## src/rtl/flash_pkg.sv

```systemverilog
// flash_pkg: definitions shared by the DE2-115 parallel NOR flash read path.
//   FLASH_ADDR_W  - flash byte address width (8 MB device); the ROM loader uses it too
//   FLASH_DQ_W    - flash data bus width (byte mode)
//   flash_state_t - sequencing states of flash_word_reader
//   max3()        - constant helper for sizing the shared down-counter
package flash_pkg;

  localparam int unsigned FLASH_ADDR_W = 23;
  localparam int unsigned FLASH_DQ_W   = 8;

  typedef enum logic [2:0] {
    RST_PULSE,
    RST_WAIT,
    IDLE,
    RD_HI,
    RD_LO,
    DONE
  } flash_state_t;

  function automatic int unsigned max3(input int unsigned a, input int unsigned b,
                                       input int unsigned c);
    int unsigned m;
    m = a;
    if (b > m) m = b;
    if (c > m) m = c;
    return m;
  endfunction

endpackage

```

## src/rtl/flash_word_reader.sv

```systemverilog
// flash_word_reader: serves toggle-handshake 16-bit word reads from the 8-bit
// parallel NOR flash by issuing two byte reads (even address, then odd).
// After system reset it pulses the flash reset pin and waits for recovery.
// The flash is never written: WE# is tied high and WP# tied low.
//
// Ports:
//   iclk, ireset      clock; synchronous active-high reset
//   iaddr             word-aligned byte address, bit 0 ignored, sampled at acceptance
//   ireq / oack       toggle handshake; a request is pending while ireq != oack
//   odata             assembled word, valid from the oack toggle to the next one
//   obusy             high in every state except IDLE (including the reset sequence)
//   ofl_addr, ifl_dq  flash byte address / data bus
//   ofl_ce_n, ofl_oe_n, ofl_we_n, ofl_rst_n, ofl_wp_n   flash control pins
//
// Parameters:
//   ACCESS_CYCLES  cycles per byte read with CE#/OE# low and address stable (>= 1)
//   RST_CYCLES     cycles ofl_rst_n is held low after ireset falls (>= 1)
//   RST_RECOVER    cycles after ofl_rst_n rises before the first access (>= 1)
//   BIG_ENDIAN     1: odata = {byte[A], byte[A+1]}; 0: {byte[A+1], byte[A]}
module flash_word_reader
  import flash_pkg::*;
#(
  parameter int unsigned ACCESS_CYCLES = 6,
  parameter int unsigned RST_CYCLES    = 32,
  parameter int unsigned RST_RECOVER   = 16,
  parameter bit          BIG_ENDIAN    = 1'b1
) (
  input  logic                    iclk,
  input  logic                    ireset,
  input  logic [FLASH_ADDR_W-1:0] iaddr,
  input  logic                    ireq,
  output logic                    oack,
  output logic [15:0]             odata,
  output logic                    obusy,
  output logic [FLASH_ADDR_W-1:0] ofl_addr,
  input  logic [FLASH_DQ_W-1:0]   ifl_dq,
  output logic                    ofl_ce_n,
  output logic                    ofl_oe_n,
  output logic                    ofl_we_n,
  output logic                    ofl_rst_n,
  output logic                    ofl_wp_n
);

  localparam int unsigned CNT_MAX = max3(ACCESS_CYCLES, RST_CYCLES, RST_RECOVER);
  localparam int unsigned CNT_W   = $clog2(CNT_MAX + 1);

  // The counter is loaded with N-1 on entry and the state exits when it reads 0,
  // so each timed state lasts exactly N cycles.
  localparam logic [CNT_W-1:0] ACC_LOAD = CNT_W'(ACCESS_CYCLES - 1);
  localparam logic [CNT_W-1:0] RST_LOAD = CNT_W'(RST_CYCLES - 1);
  localparam logic [CNT_W-1:0] RCV_LOAD = CNT_W'(RST_RECOVER - 1);

  flash_state_t                state, state_n;
  logic [CNT_W-1:0]            cnt, cnt_n;
  logic [FLASH_DQ_W-1:0]       byte_even, byte_even_n;
  logic [FLASH_DQ_W-1:0]       byte_odd, byte_odd_n;
  logic [FLASH_ADDR_W-1:0]     addr_n;
  logic [15:0]                 data_n;
  logic                        ack_n, busy_n, ce_n_n, oe_n_n, rst_n_n;

  assign ofl_we_n = 1'b1;
  assign ofl_wp_n = 1'b0;

  always_ff @(posedge iclk) begin
    if (ireset) begin
      state     <= RST_PULSE;
      cnt       <= RST_LOAD;
      byte_even <= '0;
      byte_odd  <= '0;
      ofl_addr  <= '0;
      odata     <= '0;
      oack      <= 1'b0;
      obusy     <= 1'b1;
      ofl_ce_n  <= 1'b1;
      ofl_oe_n  <= 1'b1;
      ofl_rst_n <= 1'b0;
    end else begin
      state     <= state_n;
      cnt       <= cnt_n;
      byte_even <= byte_even_n;
      byte_odd  <= byte_odd_n;
      ofl_addr  <= addr_n;
      odata     <= data_n;
      oack      <= ack_n;
      obusy     <= busy_n;
      ofl_ce_n  <= ce_n_n;
      ofl_oe_n  <= oe_n_n;
      ofl_rst_n <= rst_n_n;
    end
  end

  always_comb begin
    state_n     = state;
    cnt_n       = cnt;
    byte_even_n = byte_even;
    byte_odd_n  = byte_odd;
    addr_n      = ofl_addr;
    data_n      = odata;
    ack_n       = oack;
    busy_n      = obusy;
    ce_n_n      = ofl_ce_n;
    oe_n_n      = ofl_oe_n;
    rst_n_n     = ofl_rst_n;

    unique case (state)
      RST_PULSE: begin
        if (cnt == '0) begin
          state_n = RST_WAIT;
          cnt_n   = RCV_LOAD;
          rst_n_n = 1'b1;
        end else begin
          cnt_n = cnt - 1'b1;
        end
      end

      RST_WAIT: begin
        if (cnt == '0) begin
          state_n = IDLE;
          cnt_n   = '0;
          busy_n  = 1'b0;
        end else begin
          cnt_n = cnt - 1'b1;
        end
      end

      IDLE: begin
        if (ireq != oack) begin
          // ofl_addr[22:1] doubles as the latched word address for the access.
          addr_n    = iaddr;
          addr_n[0] = 1'b0;
          ce_n_n    = 1'b0;
          oe_n_n    = 1'b0;
          busy_n    = 1'b1;
          cnt_n     = ACC_LOAD;
          state_n   = RD_HI;
        end
      end

      RD_HI: begin
        if (cnt == '0) begin
          // CE#/OE# stay asserted; only A0 changes for the second byte.
          byte_even_n = ifl_dq;
          addr_n[0]   = 1'b1;
          cnt_n       = ACC_LOAD;
          state_n     = RD_LO;
        end else begin
          cnt_n = cnt - 1'b1;
        end
      end

      RD_LO: begin
        if (cnt == '0) begin
          byte_odd_n = ifl_dq;
          cnt_n      = '0;
          state_n    = DONE;
        end else begin
          cnt_n = cnt - 1'b1;
        end
      end

      DONE: begin
        data_n  = BIG_ENDIAN ? {byte_even, byte_odd} : {byte_odd, byte_even};
        ack_n   = ~oack;
        ce_n_n  = 1'b1;
        oe_n_n  = 1'b1;
        busy_n  = 1'b0;
        cnt_n   = '0;
        state_n = IDLE;
      end

      default: begin
        // Unreachable encodings restart the flash reset sequence.
        state_n = RST_PULSE;
        cnt_n   = RST_LOAD;
        ce_n_n  = 1'b1;
        oe_n_n  = 1'b1;
        rst_n_n = 1'b0;
        busy_n  = 1'b1;
      end
    endcase
  end

endmodule

```

## config.mk

```make
export PLATFORM = sky130hd
export DESIGN_NAME = flash_word_reader
export DESIGN_NICKNAME = d
export VERILOG_FILES = /design/src/rtl/flash_pkg.sv /design/src/rtl/flash_word_reader.sv
export SDC_FILE = /design/constraint.sdc
export NUM_CORES = 1
export LEC_CHECK = 0
export ABC_CLOCK_PERIOD_IN_PS = 1900
export BUFFER_PORTS_ARGS = -buffer_cell sky130_fd_sc_hd__clkbuf_2
export CORE_ASPECT_RATIO = 1.1
export CORE_MARGIN = 3
export CORE_UTILIZATION = 40
export CTS_BUF_LIST = sky130_fd_sc_hd__clkbuf_4
export DETAILED_ROUTE_END_ITERATION = 10
export HOLD_SLACK_MARGIN = 0.05
export MAX_ROUTING_LAYER = met4
export PLACE_DENSITY_LB_ADDON = 0.2
export SLEW_MARGIN = 20
export SYNTH_ARGS = -nofsm -noshare
export SYNTH_HDL_FRONTEND = slang
export SYNTH_SLANG_ARGS = --single-unit
```

## constraint.sdc

```tcl
create_clock -name iclk -period 1.9 [get_ports iclk]
set_input_delay 0.095 -clock iclk [delete_from_list [all_inputs] [get_ports iclk]]
set_output_delay 0.095 -clock iclk [all_outputs]
set_load 0.01 [all_outputs]
```

Word-level counts from Yosys, hierarchy flattened
Cells that the tools add are included.

Register bits: 68. Latch bits: 0. RAM bits: 0. Memory bits (read-only): 0. Output and inout bits: 46. Logic and storage cells: 62. Memories kept: 0.

Add/subtract/negate cells: 1. Multipliers: 0. Div/mod/pow operators: 0. Order comparisons: 0. Equal/unequal tests: 11. Shifts and indexed selects: 0. Muxes and demuxes: 20. Bitwise logic cells: 4. Reductions and logical operators: 15.

Operators by type and width (number): case mux 6 bit (5 select lines) (1); two-way mux 6 bit (4); case mux 3 bit (6 select lines) (1); two-way mux 3 bit (5); != test 2 bit, second input constant (5); AND reduction 2 bit (5); == test 3 x 2 -> 1 bit, second input constant (2); == test 3 bit, second input constant (2); zero test 6 bit (1); case mux 1 bit (2 select lines) (3); AND reduction 3 bit (2); subtractor 6 x 1 -> 6 bit, second input constant (1); two-way mux 1 bit (5); AND reduction 5 bit (1); OR reduction 5 bit (1); inverter 1 bit (4); case mux 1 bit (4 select lines) (1); OR reduction 4 bit (1); == test 3 x 1 -> 1 bit, second input constant (1); zero test 3 bit (1); OR reduction 3 bit (1); nonzero test 2 bit (1); OR reduction 2 bit (1); != test 1 bit (1).

Longest topological paths before layout
Gate-level depths: netlist of the first run.

Word-level depth: 4. Mapped depth: 8.

Least setup slack after synthesis of the first run
Ideal clock, no wire load.

Path kind: flip-flop to flip-flop. Start: register cnt[0]. End: register byte_even[5]. Library setup time: 128 ps. Arrival time: 1727 ps. Data required time: 1772 ps. Path slack: 46 ps. Stages on the path, launching flop included: 9. Cells stage by stage: dfxtp_1 -> inv_1 -> ha_1 -> clkbuf_1 -> inv_1 -> or4_1 -> buf_6 -> mux2i_1 -> nor2_1.

Longest elaborated chain between the ends: 2.

RTL lines: start, declared (RTL line flash_word_reader.sv:54) `logic [CNT_W-1:0] cnt, cnt_n;`; start signal, assigned (RTL line flash_word_reader.sv:79) `cnt <= cnt_n;`; zero test 6 bit (RTL line flash_word_reader.sv:140) `if (cnt == '0) begin`; AND reduction 2 bit (no source line); end signal, assigned (RTL line flash_word_reader.sv:80) `byte_even <= byte_even_n;`; end, declared (RTL line flash_word_reader.sv:55) `logic [FLASH_DQ_W-1:0] byte_even, byte_even_n;`.

No other way between the ends. A chain may end at the register's enable or synchronous reset.

Worst setup path after layout of the first run
Start: register cnt[2]. End: register byte_even[3].

The elaborated chain is that of the path after synthesis.

==> qor.csv, run 1 <==
stage;metric;value;unit
run_status;status;completed;
synth;ys_seq_area_frac;0.514;
synth;ys_types;37;
clock_network;cts_setup_buffers;0;
critical_path;cpMostUsedCell;or4_4;
floorplan;die_w;83.6;um
synth;syn_nets;353;
power;leakagePower;1.57;nW
timing;timing.final.crit_share;0.995;
finish;nNetsFinal;466;
detailed_routing;drc;0;
synth;yosysTopAreaCellShare;0.514;
finish;design_area;3610;um^2
detailed_routing;routed_wirelength;6680;um
timing;slew_headroom;0.562;
clock_network;worstSkewPairLatency;0.39;ns
timing;rsz0062_at_grt;true;
detailed_routing;ant_nets;0;
global_routing;grt.overflow.total;0;
critical_path;regToRegStartpoint;cnt[2];
floorplan;core;6310;um^2
clock_network;cts-root-buf;clkbuf_4;
power;clockPowerShare;0.332;
power;seq_power_share;0.607;
synth;yosysTopAreaCell;dfxtp_1;
finish;final_common_cell;nand2_1;
floorplan;die-area;7640;um^2
critical_path;slowest_delay;0.55;ns
clock_network;numCtsBuffers;9;
floorplan;fp.dieH;91.3;um
global_routing;antenna_found_initial;0;
global_routing;grt_pass1_wl;11400;um
clock_network;path_clk_slew;0.11;ns
timing;min_period;1.89;ns
finish;fill_cells;620;
timing;slew_viol_final;0;
detailed_routing;drt_iter0_markers;109;
clock_network;h-tree-depth;3;
synth;synth_area;2650;um^2
critical_path;timing.critical_path.slowest_stage_cell;or4_4;
power;pwr-share-comb;0.062;
placement;place_ws;-0.0382;ns
placement;place_congestion;0.824;
power;powerDensity;656;nW/um^2
finish;drive_above_1_share;0.273;
timing;timing.fmax;529;MHz
power;internal_power;1.78;mW
timing;setup_violations;0;
critical_path;crit_start;cnt[2];
finish;layout_common_cells;85 x nand2_1, 76 x clkbuf_2, 67 x dfxtp_1, 45 x a21oi_1, 31 x dlygate4sd3_1;
placement;placed_cell_area;3160;um^2
timing;hold_viol;0;
critical_path;critPathKind;flip-flop to flip-flop;
timing;finClkSkew;0.00987;ns
critical_path;critPathArrivalTime;2.15;ns
power;power.total;2.37;mW
detailed_routing;wl_per_cell;12.9;um
synth;ys_seq_elements;68;
detailed_routing;vias;2513;
finish;syn2layout_area_growth;36.2;%
clock_network;clock_sinks;68;
timing;tightest_slew;0.657;ns
global_routing;track_usage;0.186;
detailed_routing;via_per_inst;4.87;
critical_path;critPathRequiredTime;2.16;ns
synth;ys_warn_count;0;
floorplan;initial_utilization;0.420;
global_routing;grt_pass1_vias;2448;
flow_run;drv_cap;0;
worst_hold_path;min_path_type;input port to flip-flop;
placement;io_buffers;76;
placement;hpwl;4170;um
finish;fin_util;0.572;
critical_path;end_kind;flip-flop;
critical_path;crit_fanout;5;
floorplan;rows;30;
power;p_sw;0.592;mW
timing;fin_ws;0.00981;ns
power;sw_frac_of_total;0.250;
critical_path;crit_chain;or4_4 -> or4_4 -> buf_6 -> mux2i_2 -> nor2_1;
synth;syn-instance-count;318;
detailed_routing;drt-pass1-iter-count;4;
global_routing;grt_max_degree;64;
finish;insertedDiodeCount;0;
clock_network;clock_path_buffers;2;
critical_path;worstSetupStartpointType;flip-flop;
clock_network;cts_tree;yes;
synth;avgSynthCellArea;8.33;um^2
power;ir_worst_vdd;0.496;mV
synth;synth_area_leaders;dfxtp_1 51%, nand2_1 12%, a21oi_1 8.5%, mux2i_1 6.4%, nor2_1 3.4%;
floorplan;ioPinCount;80;
worst_hold_path;hp-start;ireq;
-- power groups by stage --
stage | Combinational [mW] | Sequential (mW) | Clock (mW)
6_report | 0.146 | 1.44 | 0.786
5_1_grt | 0.161 | 1.44 | 0.887
4_1_cts | 0.144 | 1.44 | 0.825
3_5_place_dp | 0.0941 | 1.47 | 0
3_3_place_gp | 0.0943 | 1.47 | 0
2_1_floorplan | 0.0452 | 1.47 | 0
-- routing by layer --
metal	up-vias	share of wire	routed length, um	GRT usage
li1	1288	-	-	-
met1	1163	0.44	2950	0.218
met2	58	0.50	3350	0.314
met3	4	0.051	342	0.0472
met4	0	0.0057	38	0.0563
met5	-	0	0	-
-- final cells by class --
type | count | area (um^2) | share of cell area
inverter | 6 | 22.5 | 0.00624
clock inverter | 7 | 43.8 | 0.0121
tap | 80 | 100 | 0.0277
multi-input combinational | 220 | 1170 | 0.325
timing repair buffer | 126 | 841 | 0.233
clock buffer | 9 | 67.6 | 0.0187
sequential | 68 | 1360 | 0.378
-- through the flow --
step                TNS [ns]  hold slack (ns)  cells
floorplan                  0            0.231    318
detailed placement    -0.234            0.325    468
global route         -0.0383            0.211    516
finish                     0            0.190    516
global placement           0            0.319    468
CTS                        0            0.169    516
-- logic make-up (layout without fill, tap and decap cells) --
family,count (synthesis),count (layout),share of synthesized area
simple gates,129,129,0.206
compound gates,68,68,0.147
xor+xnor,2,2,0.00661
other cells,2,2,0.00284
buf+inv,30,148,0.0501
mux,18,18,0.0685
flops,68,68,0.514
fa+ha+maj,1,1,0.00472
-- worst max-delay path, delay by kind of cell (launching register included) --
family	cells	cell delay, ns
buf+inv	1	0.16
flops	1	0.34
mux	1	0.18
simple gates	3	1.08
-- path summary, 6_finish.rpt --
| check | endpoint | slack (ns) | depth (start not counted) |
|---|---|---|---|
| setup reg to reg | byte_even[3] | 0.01 | 5 |
| hold / removal | state[0] | 0.19 | 4 |
| hold reg to reg | odata[13] | 0.46 | 2 |
| setup / recovery | byte_even[3] | 0.01 | 5 |
-- synthesized netlist by cell type --
library cell	n
nor3b_1	1
ha_1	1
inv_1	6
o31ai_1	1
nand3_1	3
nand2_1	85
or3_1	2
nand4_1	2
o21ai_0	7
o211ai_1	2
nor2b_1	1
dfxtp_1	68
clkbuf_1	19
or4_1	2
a21oi_1	45
o31a_1	2
nor4_2	1
buf_6	1
o21bai_1	1
and3_1	1
buf_2	1
a31oi_1	3
nor2_1	24
a21o_1	2
o2bb2ai_1	1
a2111o_1	1
nor3_1	4
buf_4	3
nand4bb_1	1
mux2i_1	17
a211oi_1	2
nand4_2	1
conb_1	2
mux2_2	1
xnor2_1	2
nand2b_1	1
a211oi_2	1
-- repair_timing --
| action | in CTS | in global routing |
|---|---|---|
| pin swaps | 1 | 0 |
| setup endpoints to repair | 9 | 1 |
| endpoints found under the hold margin | 39 | 0 |
| hold buffers | 31 | 0 |
| resized for setup | 5 | 2 |
| gates cloned | 1 | 0 |
-- registers in the layout, indices dropped and copies added, names as in the netlist --
name	flops
ofl_addr	23
byte_odd	8
oack	1
ofl_oe_n	1
ofl_rst_n	1
odata	16
byte_even	8
cnt	6
state	3
obusy	1
Note: power is estimated with default switching activity, not from simulation.
==> run 2: changes to the inputs <==
--- a/config.mk
+++ b/config.mk
@@ -5,6 +5,7 @@
 export SDC_FILE = /design/constraint.sdc
 export NUM_CORES = 1
 export LEC_CHECK = 0
+export ABC_AREA = 1
 export ABC_CLOCK_PERIOD_IN_PS = 1900
 export BUFFER_PORTS_ARGS = -buffer_cell sky130_fd_sc_hd__clkbuf_2
 export CORE_ASPECT_RATIO = 1.1
==> run 2 against run 1 <==
Wire length is 1.6% higher. Flip-flop and latch count stayed put. Clock power is 13% higher. Sequential power hardly changed. Critical endpoint is now byte_odd[0]. Largest cell class unchanged.
==> qor.csv, run 2 <==
stage;metric;value;unit;change
run_status;status;completed;;unchanged
timing;timing.fmax;602;MHz;was 529 MHz
critical_path;crit_buf_inv;2;;was 1
synth;ys_async_sr_fraction;0;;unchanged
global_routing;grt.overflow.total;0;;unchanged
floorplan;die-area;8000;um^2;was 7640 um^2
power;leakagePower;1.84;nW;was 1.57 nW
placement;hpwl;4380;um;was 4170 um
synth;ys_seq_elements;68;;unchanged
critical_path;regToRegStartpoint;cnt[0];;was cnt[2]
critical_path;critPathKind;flip-flop to flip-flop;;unchanged
worst_hold_path;min_path_type;input port to flip-flop;;unchanged
finish;final_common_cell;nor2_1;;was nand2_1
finish;syn2layout_area_growth;29.5;%;was 36.2%
placement;place_congestion;0.750;;was 0.824
global_routing;track_usage;0.187;;was 0.186
synth;syn_nets;407;;was 353
timing;setup_tns;0;ns;unchanged
critical_path;critical_path.top_delay_family;simple AND/OR/NAND/NOR gates;;unchanged
worst_hold_path;hp-start;ireq;;unchanged
critical_path;critPathArrivalTime;1.96;ns;was 2.15 ns
detailed_routing;ant_nets;0;;unchanged
clock_network;worstSkewPairLatency;0.40;ns;was 0.39 ns
finish;drive_above_1_share;0.245;;was 0.273
floorplan;core;6670;um^2;was 6310 um^2
critical_path;crit_fanout;9;;was 5
floorplan;die_w;85.5;um;was 83.6 um
clock_network;clock_path_buffers;2;;unchanged
finish;layout_common_cells;120 x nor2_1, 76 x clkbuf_2, 68 x dfxtp_1, 55 x o21ai_0, 46 x nand2_1;;was 85 x nand2_1, 76 x clkbuf_2, 67 x dfxtp_1, 45 x a21oi_1, 31 x dlygate4sd3_1
critical_path;rr_worst_depth;7;;was 5
placement;placed_cell_area;3170;um^2;was 3160 um^2
timing;min_period;1.66;ns;was 1.89 ns
synth;synth_area_leaders;dfxtp_1 49%, nor2_1 16%, o21ai_0 9.9%, nand2_1 6.2%, buf_6 3.2%;;was dfxtp_1 51%, nand2_1 12%, a21oi_1 8.5%, mux2i_1 6.4%, nor2_1 3.4%
synth;ys.flop_type;dfxtp_1;;unchanged
critical_path;crit_chain;inv_1 -> ha_1 -> nand3_2 -> nor2_4 -> inv_2 -> nor2_1 -> nor2_1;;was or4_4 -> or4_4 -> buf_6 -> mux2i_2 -> nor2_1
detailed_routing;routed_wirelength;6780;um;was 6680 um
critical_path;timing.critical_path.slowest_stage_cell;dfxtp_1;;was or4_4
critical_path;slowest_delay;0.34;ns;was 0.55 ns
synth;yosysTopAreaCellShare;0.489;;was 0.514
detailed_routing;drc;0;;unchanged
global_routing;grt_pass1_vias;2624;;was 2448
timing;slew_viol_final;0;;unchanged
floorplan;rows;31;;was 30
floorplan;fp.dieH;93.5;um;was 91.3 um
synth;ys_seq_area_frac;0.489;;was 0.514
flow_run;drv_cap;0;;unchanged
detailed_routing;drt_iter0_markers;164;;was 109
finish;final_cells;564;;was 516
finish;fill_cells;654;;was 620
synth;synth_area;2780;um^2;was 2650 um^2
power;ir_worst_vdd;0.534;mV;was 0.496 mV
critical_path;cpMostUsedCell;nor2_1;;was or4_4
power;powerDensity;684;nW/um^2;was 656 nW/um^2
critical_path;critPathRequiredTime;2.20;ns;was 2.16 ns
synth;syn-instance-count;372;;was 318
critical_path;crit_start;cnt[0];;was cnt[2]
finish;largest_reg_flops;23;;unchanged
critical_path;end_kind;flip-flop;;unchanged
detailed_routing;vias;2719;;was 2513
synth;yosysTopAreaCell;dfxtp_1;;unchanged
critical_path;crit_cells;7;;was 5
floorplan;initial_utilization;0.417;;was 0.420
detailed_routing;wl_per_cell;12.0;um;was 12.9 um
synth;synth-edff-count;0;;unchanged
floorplan;ioPinCount;80;;unchanged
finish;largest-register;ofl_addr;;unchanged
global_routing;grt_max_degree;35;;was 64
clock_network;numCtsBuffers;9;;unchanged
timing;timing.final.crit_share;0.874;;was 0.995
clock_network;cts-root-buf;clkbuf_4;;unchanged
timing;hold_viol;0;;unchanged
worst_hold_path;hold_depth;5;;was 4
timing;finClkSkew;0.0103;ns;was 0.00987 ns
clock_network;cts_setup_buffers;0;;unchanged
detailed_routing;drt-pass1-iter-count;4;;unchanged
finish;design_area;3610;um^2;about the same
detailed_routing;via_per_inst;4.82;;was 4.87
finish;insertedDiodeCount;0;;unchanged
synth;avgSynthCellArea;7.48;um^2;was 8.33 um^2
clock_network;cts_tree;yes;;unchanged
timing;rsz0062_at_grt;false;;was true
synth;ys_warn_count;0;;unchanged
placement;io_buffers;76;;unchanged
finish;nNetsFinal;513;;was 466
global_routing;antenna_found_initial;0;;unchanged
clock_network;cts_resized;0;;was 5
clock_network;h-tree-depth;3;;unchanged
clock_network;path_clk_slew;0.10;ns;was 0.11 ns
critical_path;worstSetupStartpointType;flip-flop;;unchanged
finish;top_regs;ofl_addr x23, odata x16;;unchanged
timing;holdWs;0.266;ns;was 0.190 ns
synth;synthTopCellsByCount;120 x nor2_1, 68 x dfxtp_1, 55 x o21ai_0, 46 x nand2_1, 13 x inv_1;;was 85 x nand2_1, 68 x dfxtp_1, 45 x a21oi_1, 24 x nor2_1, 19 x clkbuf_1
placement;dp.cells;518;;was 468
clock_network;clock_sinks;68;;unchanged
global_routing;grt_pass1_wl;11700;um;was 11400 um
synth;ys_types;26;;was 37
timing;setup_violations;0;;unchanged
synth;synth.most_common_cell;nor2_1;;was nand2_1
## run 2: cell count changes after synthesis, moves of 9 or more
cell	delta
nor2_1	+96
o21ai_0	+48
a21oi_1	-39
nand2_1	-39
mux2i_1	-17
clkbuf_1	-14
nand3_1	+9
## run 2: cell type report
class,count,area (um^2),share of cell area
clock inverters,6,56.3,0.0156
inverters,21,81.3,0.0226
flip-flops and latches,68,1360,0.378
clock buffers,9,67.6,0.0187
well taps,82,103,0.0285
multi-input cells,265,1200,0.333
repair buffers,113,736,0.204
## run 2: cell families (layout without fill, tap and decap cells)
logic type               after synthesis  after routing  share of synthesized area
AND/OR/NAND/NOR                      198            198                      0.306
XOR/XNOR                               1              1                    0.00315
adder cells (fa/ha/maj)                1              1                    0.00449
other                                  2              2                    0.00270
buffers and inverters                 39            149                     0.0796
AO/OA/AOI/OAI                         63             63                      0.115
flip-flops                            68             68                      0.489
## run 2: metal layers
| layer | wire (um) | global-route usage |
|---|---|---|
| met1 | 3100 | 0.234 |
| met5 | 0 | - |
| met3 | 341 | 0.0291 |
| met2 | 3170 | 0.295 |
| met4 | 172 | 0.0923 |
## run 2: worst reg2reg max path: cells and delay by family, from the launching register on
kind / cells / cell delay [ns]
simple gates: 4 / 0.71
flops: 1 / 0.34
fa+ha+maj: 1 / 0.28
buf+inv: 2 / 0.23
## run 2: worst paths after layout
check / endpoint / slack [ns]
setup / recovery: byte_odd[0] / 0.24
hold / removal: cnt[4] / 0.27
setup reg to reg: byte_odd[0] / 0.24
hold reg to reg: obusy / 0.46
## run 2: power breakdown
part / internal, mW / leakage, nW / switching, mW
Combinational: 0.0810 / 1.23 / 0.0602
Clock: 0.384 / 0.0706 / 0.506
Sequential: 1.43 / 0.548 / 0.00563
Total: 1.90 / 1.84 / 0.572
## run 2: repair_timing
item                                    CTS  global route
endpoints found under the setup margin    0             0
hold endpoints to repair                 42             0
hold buffers                             31             0
## run 2: stage by stage
| stage | utilization | total power, mW | setup slack (ns) |
|---|---|---|---|
| global placement | 0.475 | 1.56 | 0.317 |
| floorplan | - | 1.51 | 0.545 |
| CTS | 0.541 | 2.50 | 0.249 |
| global route | 0.541 | 2.56 | 0.118 |
| finish | 0.541 | 2.47 | 0.240 |
| detailed placement | 0.475 | 1.56 | 0.266 |
==> run 3: changes to the inputs <==
--- a/config.mk
+++ b/config.mk
@@ -6,7 +6,7 @@
 export NUM_CORES = 1
 export LEC_CHECK = 0
 export ABC_AREA = 1
-export ABC_CLOCK_PERIOD_IN_PS = 1900
+export ABC_CLOCK_PERIOD_IN_PS = 2000
 export BUFFER_PORTS_ARGS = -buffer_cell sky130_fd_sc_hd__clkbuf_2
 export CORE_ASPECT_RATIO = 1.1
 export CORE_MARGIN = 3
==> constraint.sdc (replaced) <==
create_clock -name iclk -period 2 [get_ports iclk]
set_input_delay 0.1 -clock iclk [delete_from_list [all_inputs] [get_ports iclk]]
set_output_delay 0.1 -clock iclk [all_outputs]
set_load 0.01 [all_outputs]
==> run 3 against run 2 <==
Combinational power fell by 5%. Sequential share of layout area barely moved. Core utilization barely moved. First-iteration DRC count fell by 3.7%. Register-to-register slack improved by 0.07 ns. Design area barely moved. Die area did not move. Wire length rose by 1.9%. Critical endpoint is now byte_odd[7]. Global-route usage rose by 0.052 points. Highest routed layer unchanged. Non-clock buffer count fell by 2. Cell count did not move. Clock skew rose by 0.0047 ns.
==> qor.csv, run 3 (synthesis gave the netlist of run 2 again) <==
stage;metric;value;unit;change
run_status;status;completed;;unchanged
detailed_routing;ant_nets;0;;unchanged
placement;place_congestion;0.797;;was 0.750
detailed_routing;drc;0;;unchanged
clock_network;cts-root-buf;clkbuf_4;;unchanged
global_routing;track_usage;0.188;;was 0.187
placement;io_buffers;76;;unchanged
clock_network;h-tree-depth;3;;unchanged
floorplan;core;6670;um^2;unchanged
detailed_routing;wl_per_cell;12.3;um;was 12.0 um
timing;setup_tns;0;ns;unchanged
power;sw_frac_of_total;0.218;;was 0.232
timing;setup_violations;0;;unchanged
finish;top_regs;ofl_addr x23, odata x16;;unchanged
critical_path;end_kind;flip-flop;;unchanged
floorplan;initial_utilization;0.417;;unchanged
finish;syn2layout_area_growth;29.5;%;about the same
clock_network;clock_path_buffers;2;;unchanged
floorplan;ioPinCount;80;;unchanged
power;power.total;2.39;mW;was 2.47 mW
finish;drive_above_1_share;0.243;;was 0.245
timing;holdWs;0.270;ns;was 0.266 ns
critical_path;slowest_delay;0.34;ns;about the same
detailed_routing;dr.max_layer_used;met4;;unchanged
finish;nNetsFinal;511;;was 513
timing;timing.fmax;593;MHz;was 602 MHz
worst_hold_path;min_path_type;input port to flip-flop;;unchanged
placement;hpwl;4380;um;about the same
finish;final_common_cell;nor2_1;;unchanged
finish;fill_cells;656;;was 654
detailed_routing;drt_iter0_markers;158;;was 164
clock_network;worstSkewPairLatency;0.40;ns;about the same
critical_path;critPathRequiredTime;2.29;ns;was 2.20 ns
global_routing;antenna_found_initial;0;;unchanged
power;clockPowerShare;0.373;;was 0.361
critical_path;critPathArrivalTime;1.98;ns;was 1.96 ns
floorplan;die-area;8000;um^2;unchanged
clock_network;numCtsBuffers;9;;unchanged
critical_path;cpMostUsedCell;nor2_1;;unchanged
timing;hold_viol;0;;unchanged
clock_network;cts_tree;yes;;unchanged
detailed_routing;vias;2671;;was 2719
timing;rsz0062_at_grt;false;;unchanged
floorplan;die_w;85.5;um;unchanged
power;ir_worst_vdd;0.386;mV;was 0.534 mV
finish;layout_common_cells;120 x nor2_1, 76 x clkbuf_2, 68 x dfxtp_1, 55 x o21ai_0, 46 x nand2_1;;unchanged
global_routing;grt_max_degree;34;;was 35
critical_path;critPathKind;flip-flop to flip-flop;;unchanged
finish;largest-register;ofl_addr;;unchanged
clock_network;clock_sinks;68;;unchanged
finish;fin_util;0.540;;was 0.541
detailed_routing;routed_wirelength;6910;um;was 6780 um
power;pwr-share-comb;0.056;;was 0.057
critical_path;rrSetupSlack;0.31;ns;was 0.24 ns
timing;min_period;1.69;ns;was 1.66 ns
finish;largest_reg_flops;23;;unchanged
timing;slew_viol_final;0;;unchanged
critical_path;timing.critical_path.slowest_stage_cell;dfxtp_1;;unchanged
detailed_routing;wl_met3;332;um;was 341 um
critical_path;crit_chain;inv_1 -> ha_1 -> nand3_2 -> nor2_4 -> inv_2 -> nor2_1 -> nor2_1;;unchanged
power;internal_power;1.87;mW;was 1.90 mW
flow_run;drv_cap;0;;unchanged
timing;finClkSkew;0.0150;ns;was 0.0103 ns
floorplan;rows;31;;unchanged
detailed_routing;drt-pass1-iter-count;5;;was 4
power;powerDensity;662;nW/um^2;was 684 nW/um^2
clock_network;path_clk_slew;0.11;ns;was 0.10 ns
detailed_routing;wl_met1;3030;um;was 3100 um
global_routing;grt_pass1_wl;11600;um;was 11700 um
global_routing;grt.overflow.total;0;;unchanged
detailed_routing;via_per_inst;4.74;;was 4.82
critical_path;worstSetupStartpointType;flip-flop;;unchanged
detailed_routing;wl_met2;3410;um;was 3170 um
power;seq_power_share;0.571;;was 0.582
critical_path;crit_fanout;11;;was 9
floorplan;fp.dieH;93.5;um;unchanged
power;p_sw;0.520;mW;was 0.572 mW
global_routing;grt_pass1_vias;2538;;was 2624
timing;timing.final.crit_share;0.844;;was 0.874
power;leakagePower;1.84;nW;about the same
==> run 3: per-stage QoR <==
step	area [um^2]	worst slack [ns]	instances
finish	3600	0.313	564
global route	3600	0.108	563
CTS	3600	0.319	563
detailed placement	3160	0.317	516
global placement	3160	0.340	516
floorplan	2780	0.645	372
==> run 3: final timing paths <==
check / startpoint / to / cells past startpoint
max: cnt[0] / byte_odd[7] / 7
min: ireq / cnt[4] / 5
max reg2reg: cnt[0] / byte_odd[7] / 7
min reg2reg: obusy / obusy / 2
==> run 3: final cells by class <==
cell class / count / area [um^2] / share of cell area
Tap cell: 82 / 103 / 0.0285
Clock buffer: 13 / 97.6 / 0.0271
Antenna cell: 1 / 2.50 / 0.000694
Multi-Input combinational cell: 265 / 1200 / 0.333
Inverter: 21 / 81.3 / 0.0226
Timing Repair Buffer: 111 / 721 / 0.200
Clock inverter: 3 / 37.5 / 0.0104
Sequential cell: 68 / 1360 / 0.378
==> run 3: worst max-delay path: cells and delay by family (launching register included) <==
family | cells | cell delay, ns
buffers and inverters | 2 | 0.23
adder cells (fa/ha/maj) | 1 | 0.25
flip-flops | 1 | 0.34
AND/OR/NAND/NOR | 4 | 0.74
==> run 3: power groups by stage <==
stage	sequential, mW	combinational [mW]	clock, mW
after floorplan	1.39	0.0424	0
after global placement	1.39	0.0860	0
after detailed placement	1.40	0.0859	0
after CTS	1.36	0.134	0.920
after global routing	1.37	0.150	0.976
final	1.36	0.134	0.889
==> run 3: metal layers <==
metal / vias up / global-route usage
li1: 1383 / -
met1: 1195 / 0.227
met2: 78 / 0.295
met3: 15 / 0.0458
met4: 0 / 0.0871
met5: - / -
==> run 3: timing repair <==
item / CTS / global route
setup buffers: 0 / 0
hold endpoints to repair: 42 / 0
resized for setup: 0 / 0
hold buffers: 31 / 0
